## src/rtl/pipeline_ctrl_pkg.sv

```systemverilog
// pipeline_ctrl_pkg: shared types and constants for the pipeline stall/flush sequencer.
//   state_e        - sequencer FSM encoding (run / divider wait / deferred exception)
//   FWD_*          - E-stage operand select codes
//   STALL_*/FLUSH_* - bit patterns for the packed stall {f,d,e,m,w} and flush {d,e,m,w} vectors
//   src_hit()      - register-match test shared by hazard and forwarding logic
package pipeline_ctrl_pkg;

    typedef enum logic [1:0] {
        StRun     = 2'd0,
        StDivWait = 2'd1,
        StExcWait = 2'd2
    } state_e;

    localparam logic [1:0] FWD_RF = 2'b00;
    localparam logic [1:0] FWD_W  = 2'b01;
    localparam logic [1:0] FWD_M  = 2'b10;

    // Packed as {f, d, e, m, w}
    localparam logic [4:0] STALL_NONE = 5'b00000;
    localparam logic [4:0] STALL_FD   = 5'b11000;
    localparam logic [4:0] STALL_FDE  = 5'b11100;
    localparam logic [4:0] STALL_ALL  = 5'b11111;

    // Packed as {d, e, m, w}
    localparam logic [3:0] FLUSH_NONE = 4'b0000;
    localparam logic [3:0] FLUSH_E    = 4'b0100;
    localparam logic [3:0] FLUSH_M    = 4'b0010;
    localparam logic [3:0] FLUSH_ALL  = 4'b1111;

    // A source operand depends on a producer only if the producer writes a real register.
    function automatic logic src_hit(input logic [4:0] src, input logic [4:0] dst,
                                     input logic we);
        return we && (dst != 5'd0) && (dst == src);
    endfunction

endpackage

```

## src/rtl/pipeline_ctrl_if.sv

```systemverilog
// pipeline_ctrl_if: bundle between the datapath and the pipeline sequencer.
//   master - datapath side: drives register indices, write enables, divider and SRAM status,
//            and receives the stall/flush/forward controls.
//   slave  - sequencer side (pipeline_ctrl).
interface pipeline_ctrl_if;
    import pipeline_ctrl_pkg::*;

    // Hazard / forwarding inputs
    logic [4:0] rs_d;
    logic [4:0] rt_d;
    logic       branch_d;
    logic [4:0] rs_e;
    logic [4:0] rt_e;
    logic [4:0] writereg_e;
    logic [4:0] writereg_m;
    logic [4:0] writereg_w;
    logic       regwrite_e;
    logic       regwrite_m;
    logic       regwrite_w;
    logic       memtoreg_e;
    logic       memtoreg_m;

    // Divider, SRAM and exception status
    logic       div_req_e;
    logic       div_ready;
    logic       inst_stall;
    logic       data_stall;
    logic       exc_m;

    // Pipeline register controls
    logic       stall_f;
    logic       stall_d;
    logic       stall_e;
    logic       stall_m;
    logic       stall_w;
    logic       flush_d;
    logic       flush_e;
    logic       flush_m;
    logic       flush_w;
    logic       exc_redirect;
    logic       div_start;
    logic       div_cancel;
    logic [1:0] forward_a_e;
    logic [1:0] forward_b_e;
    logic       forward_a_d;
    logic       forward_b_d;

    modport master (
        output rs_d, rt_d, branch_d, rs_e, rt_e, writereg_e, writereg_m, writereg_w,
               regwrite_e, regwrite_m, regwrite_w, memtoreg_e, memtoreg_m,
               div_req_e, div_ready, inst_stall, data_stall, exc_m,
        input  stall_f, stall_d, stall_e, stall_m, stall_w,
               flush_d, flush_e, flush_m, flush_w, exc_redirect, div_start, div_cancel,
               forward_a_e, forward_b_e, forward_a_d, forward_b_d
    );

    modport slave (
        input  rs_d, rt_d, branch_d, rs_e, rt_e, writereg_e, writereg_m, writereg_w,
               regwrite_e, regwrite_m, regwrite_w, memtoreg_e, memtoreg_m,
               div_req_e, div_ready, inst_stall, data_stall, exc_m,
        output stall_f, stall_d, stall_e, stall_m, stall_w,
               flush_d, flush_e, flush_m, flush_w, exc_redirect, div_start, div_cancel,
               forward_a_e, forward_b_e, forward_a_d, forward_b_d
    );

endinterface

```

## src/rtl/pipeline_ctrl_hazard_detect.sv

```systemverilog
// pipeline_ctrl_hazard_detect: combinational register comparators.
//   rs_d_i/rt_d_i/branch_d_i            - instruction in D
//   rs_e_i/rt_e_i                       - sources in E
//   writereg_*_i/regwrite_*_i/memtoreg_*_i - producers in E, M, W
//   load_use_o    - load in E feeds an instruction in D
//   branch_hz_o   - D branch comparator needs a value not yet available
//   forward_*_e_o - E operand selects (M preferred over W)
//   forward_*_d_o - D branch operand takes the M result
module pipeline_ctrl_hazard_detect
    import pipeline_ctrl_pkg::*;
(
    input  logic [4:0] rs_d_i,
    input  logic [4:0] rt_d_i,
    input  logic       branch_d_i,
    input  logic [4:0] rs_e_i,
    input  logic [4:0] rt_e_i,
    input  logic [4:0] writereg_e_i,
    input  logic [4:0] writereg_m_i,
    input  logic [4:0] writereg_w_i,
    input  logic       regwrite_e_i,
    input  logic       regwrite_m_i,
    input  logic       regwrite_w_i,
    input  logic       memtoreg_e_i,
    input  logic       memtoreg_m_i,
    output logic       load_use_o,
    output logic       branch_hz_o,
    output logic [1:0] forward_a_e_o,
    output logic [1:0] forward_b_e_o,
    output logic       forward_a_d_o,
    output logic       forward_b_d_o
);

    logic e_hits_d;
    logic m_load_hits_d;

    always_comb begin
        e_hits_d      = src_hit(rs_d_i, writereg_e_i, regwrite_e_i) ||
                        src_hit(rt_d_i, writereg_e_i, regwrite_e_i);
        // A load in M has no result yet for the D comparator, so only loads stall here.
        m_load_hits_d = src_hit(rs_d_i, writereg_m_i, memtoreg_m_i) ||
                        src_hit(rt_d_i, writereg_m_i, memtoreg_m_i);

        load_use_o  = memtoreg_e_i && e_hits_d;
        branch_hz_o = branch_d_i && (e_hits_d || m_load_hits_d);

        if (src_hit(rs_e_i, writereg_m_i, regwrite_m_i)) begin
            forward_a_e_o = FWD_M;
        end else if (src_hit(rs_e_i, writereg_w_i, regwrite_w_i)) begin
            forward_a_e_o = FWD_W;
        end else begin
            forward_a_e_o = FWD_RF;
        end

        if (src_hit(rt_e_i, writereg_m_i, regwrite_m_i)) begin
            forward_b_e_o = FWD_M;
        end else if (src_hit(rt_e_i, writereg_w_i, regwrite_w_i)) begin
            forward_b_e_o = FWD_W;
        end else begin
            forward_b_e_o = FWD_RF;
        end

        forward_a_d_o = src_hit(rs_d_i, writereg_m_i, regwrite_m_i);
        forward_b_d_o = src_hit(rt_d_i, writereg_m_i, regwrite_m_i);
    end

endmodule

```

## src/rtl/pipeline_ctrl.sv

```systemverilog
// pipeline_ctrl: stall/flush sequencer for the five-stage pipeline.
//   clk  - pipeline clock
//   rst  - asynchronous reset, active-high
//   bus  - pipeline_ctrl_if.slave: hazard inputs, divider/SRAM/exception status in;
//          per-stage stall/flush, exc_redirect, div_start/div_cancel pulses and forwards out.
// Priority, highest first: exception > SRAM stall > divider > load-use/branch hazard.
// div_start/div_cancel are registered one-cycle pulses; everything else is combinational.
module pipeline_ctrl
    import pipeline_ctrl_pkg::*;
(
    input  logic           clk,
    input  logic           rst,
    pipeline_ctrl_if.slave bus
);

    state_e state_q, state_d;
    logic   div_start_q, div_start_d;
    logic   div_cancel_q, div_cancel_d;
    // div_ready arrived while the pipeline was frozen; release on the next free cycle.
    logic   ready_seen_q, ready_seen_d;
    // Divider still running behind a deferred exception; cancel it when the flush issues.
    logic   exc_div_q, exc_div_d;

    logic       load_use;
    logic       branch_hz;
    logic [1:0] fwd_a_e;
    logic [1:0] fwd_b_e;
    logic       fwd_a_d;
    logic       fwd_b_d;

    logic       sram_stall;
    logic       div_busy;
    logic       div_done;
    logic [4:0] stall;
    logic [3:0] flush;
    logic       redirect;

    pipeline_ctrl_hazard_detect u_hazard_detect (
        .rs_d_i        (bus.rs_d),
        .rt_d_i        (bus.rt_d),
        .branch_d_i    (bus.branch_d),
        .rs_e_i        (bus.rs_e),
        .rt_e_i        (bus.rt_e),
        .writereg_e_i  (bus.writereg_e),
        .writereg_m_i  (bus.writereg_m),
        .writereg_w_i  (bus.writereg_w),
        .regwrite_e_i  (bus.regwrite_e),
        .regwrite_m_i  (bus.regwrite_m),
        .regwrite_w_i  (bus.regwrite_w),
        .memtoreg_e_i  (bus.memtoreg_e),
        .memtoreg_m_i  (bus.memtoreg_m),
        .load_use_o    (load_use),
        .branch_hz_o   (branch_hz),
        .forward_a_e_o (fwd_a_e),
        .forward_b_e_o (fwd_b_e),
        .forward_a_d_o (fwd_a_d),
        .forward_b_d_o (fwd_b_d)
    );

    always_comb begin
        sram_stall = bus.inst_stall || bus.data_stall;
        div_done   = bus.div_ready || ready_seen_q;
        // Only a divider that has not yet produced its result needs an abort.
        div_busy   = (state_q == StDivWait) && !div_done;

        state_d      = state_q;
        div_start_d  = 1'b0;
        div_cancel_d = 1'b0;
        ready_seen_d = ready_seen_q;
        exc_div_d    = exc_div_q;
        stall        = STALL_NONE;
        flush        = FLUSH_NONE;
        redirect     = 1'b0;

        unique case (state_q)
            StRun, StDivWait: begin
                if (bus.exc_m && !bus.data_stall) begin
                    flush        = FLUSH_ALL;
                    redirect     = 1'b1;
                    div_cancel_d = div_busy;
                    ready_seen_d = 1'b0;
                    exc_div_d    = 1'b0;
                    state_d      = StRun;
                end else if (bus.exc_m) begin
                    // Data access in flight: hold M so the flush stays precise.
                    stall        = STALL_ALL;
                    exc_div_d    = div_busy;
                    ready_seen_d = 1'b0;
                    state_d      = StExcWait;
                end else if (sram_stall) begin
                    stall = STALL_ALL;
                    if ((state_q == StDivWait) && bus.div_ready) begin
                        ready_seen_d = 1'b1;
                    end
                end else if ((state_q == StDivWait) && !div_done) begin
                    stall = STALL_FDE;
                    flush = FLUSH_M;
                end else if ((state_q == StRun) && bus.div_req_e) begin
                    stall       = STALL_FDE;
                    flush       = FLUSH_M;
                    div_start_d = 1'b1;
                    state_d     = StDivWait;
                end else begin
                    // Normal flow, or the divide release cycle where E advances.
                    state_d      = StRun;
                    ready_seen_d = 1'b0;
                    if (load_use || branch_hz) begin
                        stall = STALL_FD;
                        flush = FLUSH_E;
                    end
                end
            end
            StExcWait: begin
                if (bus.data_stall) begin
                    stall = STALL_ALL;
                    if (bus.div_ready) begin
                        exc_div_d = 1'b0;
                    end
                end else begin
                    flush        = FLUSH_ALL;
                    redirect     = 1'b1;
                    div_cancel_d = exc_div_q && !bus.div_ready;
                    exc_div_d    = 1'b0;
                    state_d      = StRun;
                end
            end
            default: begin
                state_d = StRun;
            end
        endcase
    end

    always_ff @(posedge clk or posedge rst) begin
        if (rst) begin
            state_q      <= StRun;
            div_start_q  <= 1'b0;
            div_cancel_q <= 1'b0;
            ready_seen_q <= 1'b0;
            exc_div_q    <= 1'b0;
        end else begin
            state_q      <= state_d;
            div_start_q  <= div_start_d;
            div_cancel_q <= div_cancel_d;
            ready_seen_q <= ready_seen_d;
            exc_div_q    <= exc_div_d;
        end
    end

    // Reset clears every pipeline register and keeps the PC still.
    always_comb begin
        bus.stall_f      = rst ? 1'b0 : stall[4];
        bus.stall_d      = rst ? 1'b0 : stall[3];
        bus.stall_e      = rst ? 1'b0 : stall[2];
        bus.stall_m      = rst ? 1'b0 : stall[1];
        bus.stall_w      = rst ? 1'b0 : stall[0];
        bus.flush_d      = rst ? 1'b1 : flush[3];
        bus.flush_e      = rst ? 1'b1 : flush[2];
        bus.flush_m      = rst ? 1'b1 : flush[1];
        bus.flush_w      = rst ? 1'b1 : flush[0];
        bus.exc_redirect = rst ? 1'b0 : redirect;
        bus.forward_a_e  = rst ? FWD_RF : fwd_a_e;
        bus.forward_b_e  = rst ? FWD_RF : fwd_b_e;
        bus.forward_a_d  = rst ? 1'b0 : fwd_a_d;
        bus.forward_b_d  = rst ? 1'b0 : fwd_b_d;
        bus.div_start    = div_start_q;
        bus.div_cancel   = div_cancel_q;
    end

endmodule

```

## src/flat_wrapper.sv

```systemverilog
// flat-port wrapper written by rule: the top's interface ports become plain ports
module pipeline_ctrl_flat import pipeline_ctrl_pkg::*;
  (clk, rst, bus_rs_d, bus_rt_d, bus_branch_d, bus_rs_e, bus_rt_e, bus_writereg_e, bus_writereg_m, bus_writereg_w, bus_regwrite_e, bus_regwrite_m, bus_regwrite_w, bus_memtoreg_e, bus_memtoreg_m, bus_div_req_e, bus_div_ready, bus_inst_stall, bus_data_stall, bus_exc_m, bus_stall_f, bus_stall_d, bus_stall_e, bus_stall_m, bus_stall_w, bus_flush_d, bus_flush_e, bus_flush_m, bus_flush_w, bus_exc_redirect, bus_div_start, bus_div_cancel, bus_forward_a_e, bus_forward_b_e, bus_forward_a_d, bus_forward_b_d);
  pipeline_ctrl_if bus_i ();
  input  logic clk;
  input  logic rst;
  input wire logic [$bits(bus_i.rs_d)-1:0] bus_rs_d;
  input wire logic [$bits(bus_i.rt_d)-1:0] bus_rt_d;
  input wire logic [$bits(bus_i.branch_d)-1:0] bus_branch_d;
  input wire logic [$bits(bus_i.rs_e)-1:0] bus_rs_e;
  input wire logic [$bits(bus_i.rt_e)-1:0] bus_rt_e;
  input wire logic [$bits(bus_i.writereg_e)-1:0] bus_writereg_e;
  input wire logic [$bits(bus_i.writereg_m)-1:0] bus_writereg_m;
  input wire logic [$bits(bus_i.writereg_w)-1:0] bus_writereg_w;
  input wire logic [$bits(bus_i.regwrite_e)-1:0] bus_regwrite_e;
  input wire logic [$bits(bus_i.regwrite_m)-1:0] bus_regwrite_m;
  input wire logic [$bits(bus_i.regwrite_w)-1:0] bus_regwrite_w;
  input wire logic [$bits(bus_i.memtoreg_e)-1:0] bus_memtoreg_e;
  input wire logic [$bits(bus_i.memtoreg_m)-1:0] bus_memtoreg_m;
  input wire logic [$bits(bus_i.div_req_e)-1:0] bus_div_req_e;
  input wire logic [$bits(bus_i.div_ready)-1:0] bus_div_ready;
  input wire logic [$bits(bus_i.inst_stall)-1:0] bus_inst_stall;
  input wire logic [$bits(bus_i.data_stall)-1:0] bus_data_stall;
  input wire logic [$bits(bus_i.exc_m)-1:0] bus_exc_m;
  output wire logic [$bits(bus_i.stall_f)-1:0] bus_stall_f;
  output wire logic [$bits(bus_i.stall_d)-1:0] bus_stall_d;
  output wire logic [$bits(bus_i.stall_e)-1:0] bus_stall_e;
  output wire logic [$bits(bus_i.stall_m)-1:0] bus_stall_m;
  output wire logic [$bits(bus_i.stall_w)-1:0] bus_stall_w;
  output wire logic [$bits(bus_i.flush_d)-1:0] bus_flush_d;
  output wire logic [$bits(bus_i.flush_e)-1:0] bus_flush_e;
  output wire logic [$bits(bus_i.flush_m)-1:0] bus_flush_m;
  output wire logic [$bits(bus_i.flush_w)-1:0] bus_flush_w;
  output wire logic [$bits(bus_i.exc_redirect)-1:0] bus_exc_redirect;
  output wire logic [$bits(bus_i.div_start)-1:0] bus_div_start;
  output wire logic [$bits(bus_i.div_cancel)-1:0] bus_div_cancel;
  output wire logic [$bits(bus_i.forward_a_e)-1:0] bus_forward_a_e;
  output wire logic [$bits(bus_i.forward_b_e)-1:0] bus_forward_b_e;
  output wire logic [$bits(bus_i.forward_a_d)-1:0] bus_forward_a_d;
  output wire logic [$bits(bus_i.forward_b_d)-1:0] bus_forward_b_d;
  assign bus_i.rs_d = bus_rs_d;
  assign bus_i.rt_d = bus_rt_d;
  assign bus_i.branch_d = bus_branch_d;
  assign bus_i.rs_e = bus_rs_e;
  assign bus_i.rt_e = bus_rt_e;
  assign bus_i.writereg_e = bus_writereg_e;
  assign bus_i.writereg_m = bus_writereg_m;
  assign bus_i.writereg_w = bus_writereg_w;
  assign bus_i.regwrite_e = bus_regwrite_e;
  assign bus_i.regwrite_m = bus_regwrite_m;
  assign bus_i.regwrite_w = bus_regwrite_w;
  assign bus_i.memtoreg_e = bus_memtoreg_e;
  assign bus_i.memtoreg_m = bus_memtoreg_m;
  assign bus_i.div_req_e = bus_div_req_e;
  assign bus_i.div_ready = bus_div_ready;
  assign bus_i.inst_stall = bus_inst_stall;
  assign bus_i.data_stall = bus_data_stall;
  assign bus_i.exc_m = bus_exc_m;
  assign bus_stall_f = bus_i.stall_f;
  assign bus_stall_d = bus_i.stall_d;
  assign bus_stall_e = bus_i.stall_e;
  assign bus_stall_m = bus_i.stall_m;
  assign bus_stall_w = bus_i.stall_w;
  assign bus_flush_d = bus_i.flush_d;
  assign bus_flush_e = bus_i.flush_e;
  assign bus_flush_m = bus_i.flush_m;
  assign bus_flush_w = bus_i.flush_w;
  assign bus_exc_redirect = bus_i.exc_redirect;
  assign bus_div_start = bus_i.div_start;
  assign bus_div_cancel = bus_i.div_cancel;
  assign bus_forward_a_e = bus_i.forward_a_e;
  assign bus_forward_b_e = bus_i.forward_b_e;
  assign bus_forward_a_d = bus_i.forward_a_d;
  assign bus_forward_b_d = bus_i.forward_b_d;
  pipeline_ctrl u_core (.clk(clk), .rst(rst), .bus(bus_i));
endmodule
```

## config.mk

```make
export PLATFORM = sky130hd
export DESIGN_NAME = pipeline_ctrl_flat
export DESIGN_NICKNAME = d
export VERILOG_FILES = /design/src/rtl/pipeline_ctrl_pkg.sv /design/src/rtl/pipeline_ctrl_if.sv /design/src/rtl/pipeline_ctrl_hazard_detect.sv /design/src/rtl/pipeline_ctrl.sv /design/src/flat_wrapper.sv
export SDC_FILE = /design/constraint.sdc
export NUM_CORES = 1
export LEC_CHECK = 0
export ABC_AREA = 1
export CAP_MARGIN = 20
export CELL_PAD_IN_SITES_DETAIL_PLACEMENT = 1
export CELL_PAD_IN_SITES_GLOBAL_PLACEMENT = 1
export CORE_UTILIZATION = 22
export CTS_BUF_LIST = sky130_fd_sc_hd__clkbuf_4 sky130_fd_sc_hd__clkbuf_8
export DETAILED_ROUTE_END_ITERATION = 8
export HOLD_SLACK_MARGIN = 0.03
export PLACE_DENSITY_LB_ADDON = 0.1
export SETUP_SLACK_MARGIN = 0.02
export SLEW_MARGIN = 10
export SYNTH_ARGS = -nofsm -noshare
export SYNTH_HDL_FRONTEND = slang
export SYNTH_SLANG_ARGS = --single-unit
```

## constraint.sdc

```tcl
create_clock -name clk -period 1.2 [get_ports clk]
set_input_delay 0.12 -clock clk [delete_from_list [all_inputs] [get_ports clk]]
set_output_delay 0.12 -clock clk [all_outputs]
set_load 0.01 [all_outputs]
```

==> impl_results.md <==
- Commonest cells post-synth: 71 x nand2_1, 37 x inv_1, 24 x nor2_1, 15 x xnor2_1, 12 x nand3_1
- Layout cells sized above 1: 58.77%
- First-pass GRT wire length: 7762 um
- VDD IR max: 848.9 uV
- I/O Pins: 66
- Die Area: 0.005421 mm2
- TNS Setup: -3.520 ns
- Warnings from Yosys: 0
- Fin cells: 392
- CTS buffer count: 3
- Routed WL: 5431 um
- Total Routing Usage GR: 18.43%
- Final ANT Viol Nets: 0
- Power Dens Cells: 552.3 mW/mm2
- Final hold slack: 0.1504 ns
- Die X: 73.63 um
- Vias per inst: 4.298
- Tightest Hold Check Type: primary input to async pin
- Top cells by area, synth: nand2_1 24%, dfrtp_1 13%, inv_1 12%, xnor2_1 12%, nor2_1 8.0%
- Initial antenna violation count: 0
- Storage cell area: 151.4 um2
- Largest delay share family, worst path: buffers and inverters
- Post-synthesis cell area: 0.001129 mm2
- Failing checks: negative setup slack
- Clk root buf: clkbuf_8
- Skew-Pair Late Insertion Delay: 0.22 ns
- TritonCTS clock tree: yes
- Placed Cells: 374
- Post-Synth Adder-Cell Area: 0%
- Post-Synth Simple-Gate Area: 42.79%
- Total number of vias: 1685
- Vias in the first global route: 1694
- Worst r2r src: u_core.state_q[1]$_DFFE_PP0P_
- Highest net fanout along the worst path: 3
- Crit end category: primary output
- Post-synth EDFFs: 0
- Post-synthesis compound-gate area fraction: 9.424%
- Critical path launch point type: flop
- Share of synthesized flip-flops with an asynchronous set or reset: 100.0%
- Crit-path slowest cell: dfrtp_1
- Cell taking the most area after synthesis: nand2_1
- Diode count: 0
- Setup ws final: -0.4197 ns
- GR Overflow Total: 0
- Maxcap violations: 0
- Area of the multi-input gates: 0.001092 mm2
- Final RePlAce weighted congestion: 0.8332
- Starting density of the core: 23.43%
- Final hold viol count: 0
- DRC violation count after routing: 0
- Hold-fix buffers, CTS: 0
- Syn_nets: 259
- CP required: 1.08 ns
- Dpl cell area: 0.002106 mm2
- Post-synthesis register bit count: 6
- Worst slack, placed: -0.9676 ns
- Starting DRT DRC Count: 17
- F_max: 617.4 MHz
- Max-slew violations: 0
- Worst setup startpoint: u_core.state_q[1]$_DFFE_PP0P_
- R2R Setup Slk: -0.12 ns
- Register area share after synthesis: 13.30%
- Clk_skew: 0.001523 ns
- Crit path largest cell delay: 0.41 ns
- Pin count of the biggest net entering global routing: 7
- Synth unique cells: 24
- Die Ht: 73.63 um
- Dominant synthesized flop cell: dfrtp_1
- Synth Area per Inst: 5.349 um2
- Most instantiated library cell after synthesis: nand2_1
- Cells after synthesis: 211
- Fin crit share: 135.0%
- Area grow syn2layout: 127.5%
- Arr. time, crit path: 1.50 ns
- Core footprint: 0.004817 mm2
- Xor/xnor share of the synthesized area: 16.30%
- Rows: 25
- Cell Chain, Critical Path: buf_4 > nor2_1 > nand2_1 > inv_2 > nor2_4 > buf_4 > o21ai_1 > buf_2
- Fill count: 644
- CP Class: flop to primary output
- Final min period: 1.620 ns
- Outcome: finished with violations
- Post-route cell area: 0.002567 mm2
- Post-DP HPWL: 3937 um
- H-tree levels: 1
- WL/cell: 13.85 um
- Worst-Margin Slew: 0.2168 ns
- WP buf/inv: 4
- NumNets Final: 375
- RSZ-0062 raised after global routing: yes
- Max Root-Sink Buffers: 2
- Pleak: 1.380 nW
- Worst slew margin: 85.41%
- Mux share of post-synthesis cell area: 0%
- DR pass1 iterations: 4
- Crit path top cell by count: buf_4
- Largest family of logic cells by synthesized area: simple AND/OR/NAND/NOR gates
- Port bufs: 65
- Top-area cell type share of the netlist area: 23.61%
- Reg clk slew, reported paths: 0.04 ns
- Final setup vio count: 12
- Clock sink total: 6
[through the flow]
step	utilization (%)	total power [mW]
floorplan	-	0.5069
global placement	43.71	0.9031
detailed placement	43.71	0.9132
CTS	47.53	1.276
global route	53.30	1.505
finish	53.30	1.418
[worst paths after layout]
check,to,cells past startpoint
max in group asynchronous,u_core.state_q[0]$_DFFE_PP0P_,3
worst max register to register,u_core.state_q[0]$_DFFE_PP0P_,7
worst min-delay path,u_core.bus.div_cancel$_DFF_PP0_,3
worst min register to register,u_core.ready_seen_q$_DFFE_PP0P_,2
min in group clk,u_core.state_q[1]$_DFFE_PP0P_,4
worst max-delay path,bus_flush_m,8
[per-layer routing]
metal  track usage, %  wire (um)  share of wire (%)
met1            25.62       2413                 44
met2            32.62       2779                 51
met3            1.235        227                4.2
met4           0.8547         10               0.18
met5                0          0                  0
[registers in the layout, indices dropped and copies added, names as in the netlist]
| signal | cells |
|---|---|
| u_core.bus.div_cancel | 1 |
| u_core.bus.div_start | 1 |
| u_core.exc_div_q | 1 |
| u_core.ready_seen_q | 1 |
| u_core.state_q | 2 |
[cells by family after synthesis]
logic type / Yosys count
XOR/XNOR: 21
AND/OR/NAND/NOR: 118
AO/OA/AOI/OAI: 18
buffers and inverters: 48
flip-flops: 6
[final cells by class]
class,count,area share [%]
multi-input cells,157,42.54
repair buffers,118,40.01
inverters,41,6.676
flip-flops and latches,6,5.897
well taps,67,3.265
clock buffers,3,1.608
[layout by cell type (no fill, tap or decap), drive strengths merged, types with 2 or more instances in the layout]
master         count
a21oi              7
buf               90
clkbuf            11
clkdlybuf4s15      2
clkdlybuf4s50      8
dfrtp              6
dlygate4sd2        8
dlymetal6s2s       2
inv               40
nand2             72
nand3             12
nand4              3
nor2              24
nor3               6
o21ai              5
xnor2             15
xor2               6
[report_power, final]
part           switching (mW)  leakage (nW)  internal, mW
combinational           0.425          1.28         0.476
clock                  0.0823        0.0216         0.215
sequential            0.00819        0.0805         0.211
[timing repair]
item	in CTS	in global routing
endpoints found under the setup margin	21	21
resized for setup	247	92
buffers inserted	9	9
pin swaps	44	38
gates cloned	0	0
[worst reg2reg max path, delay by kind of cell, from the launching register on]
family / cells / cell delay [ns]
buffers and inverters: 5 / 0.60
flip-flops: 1 / 0.40
AO/OA/AOI/OAI: 1 / 0.10
AND/OR/NAND/NOR: 1 / 0.09
Power figures use the tool's default switching activity.
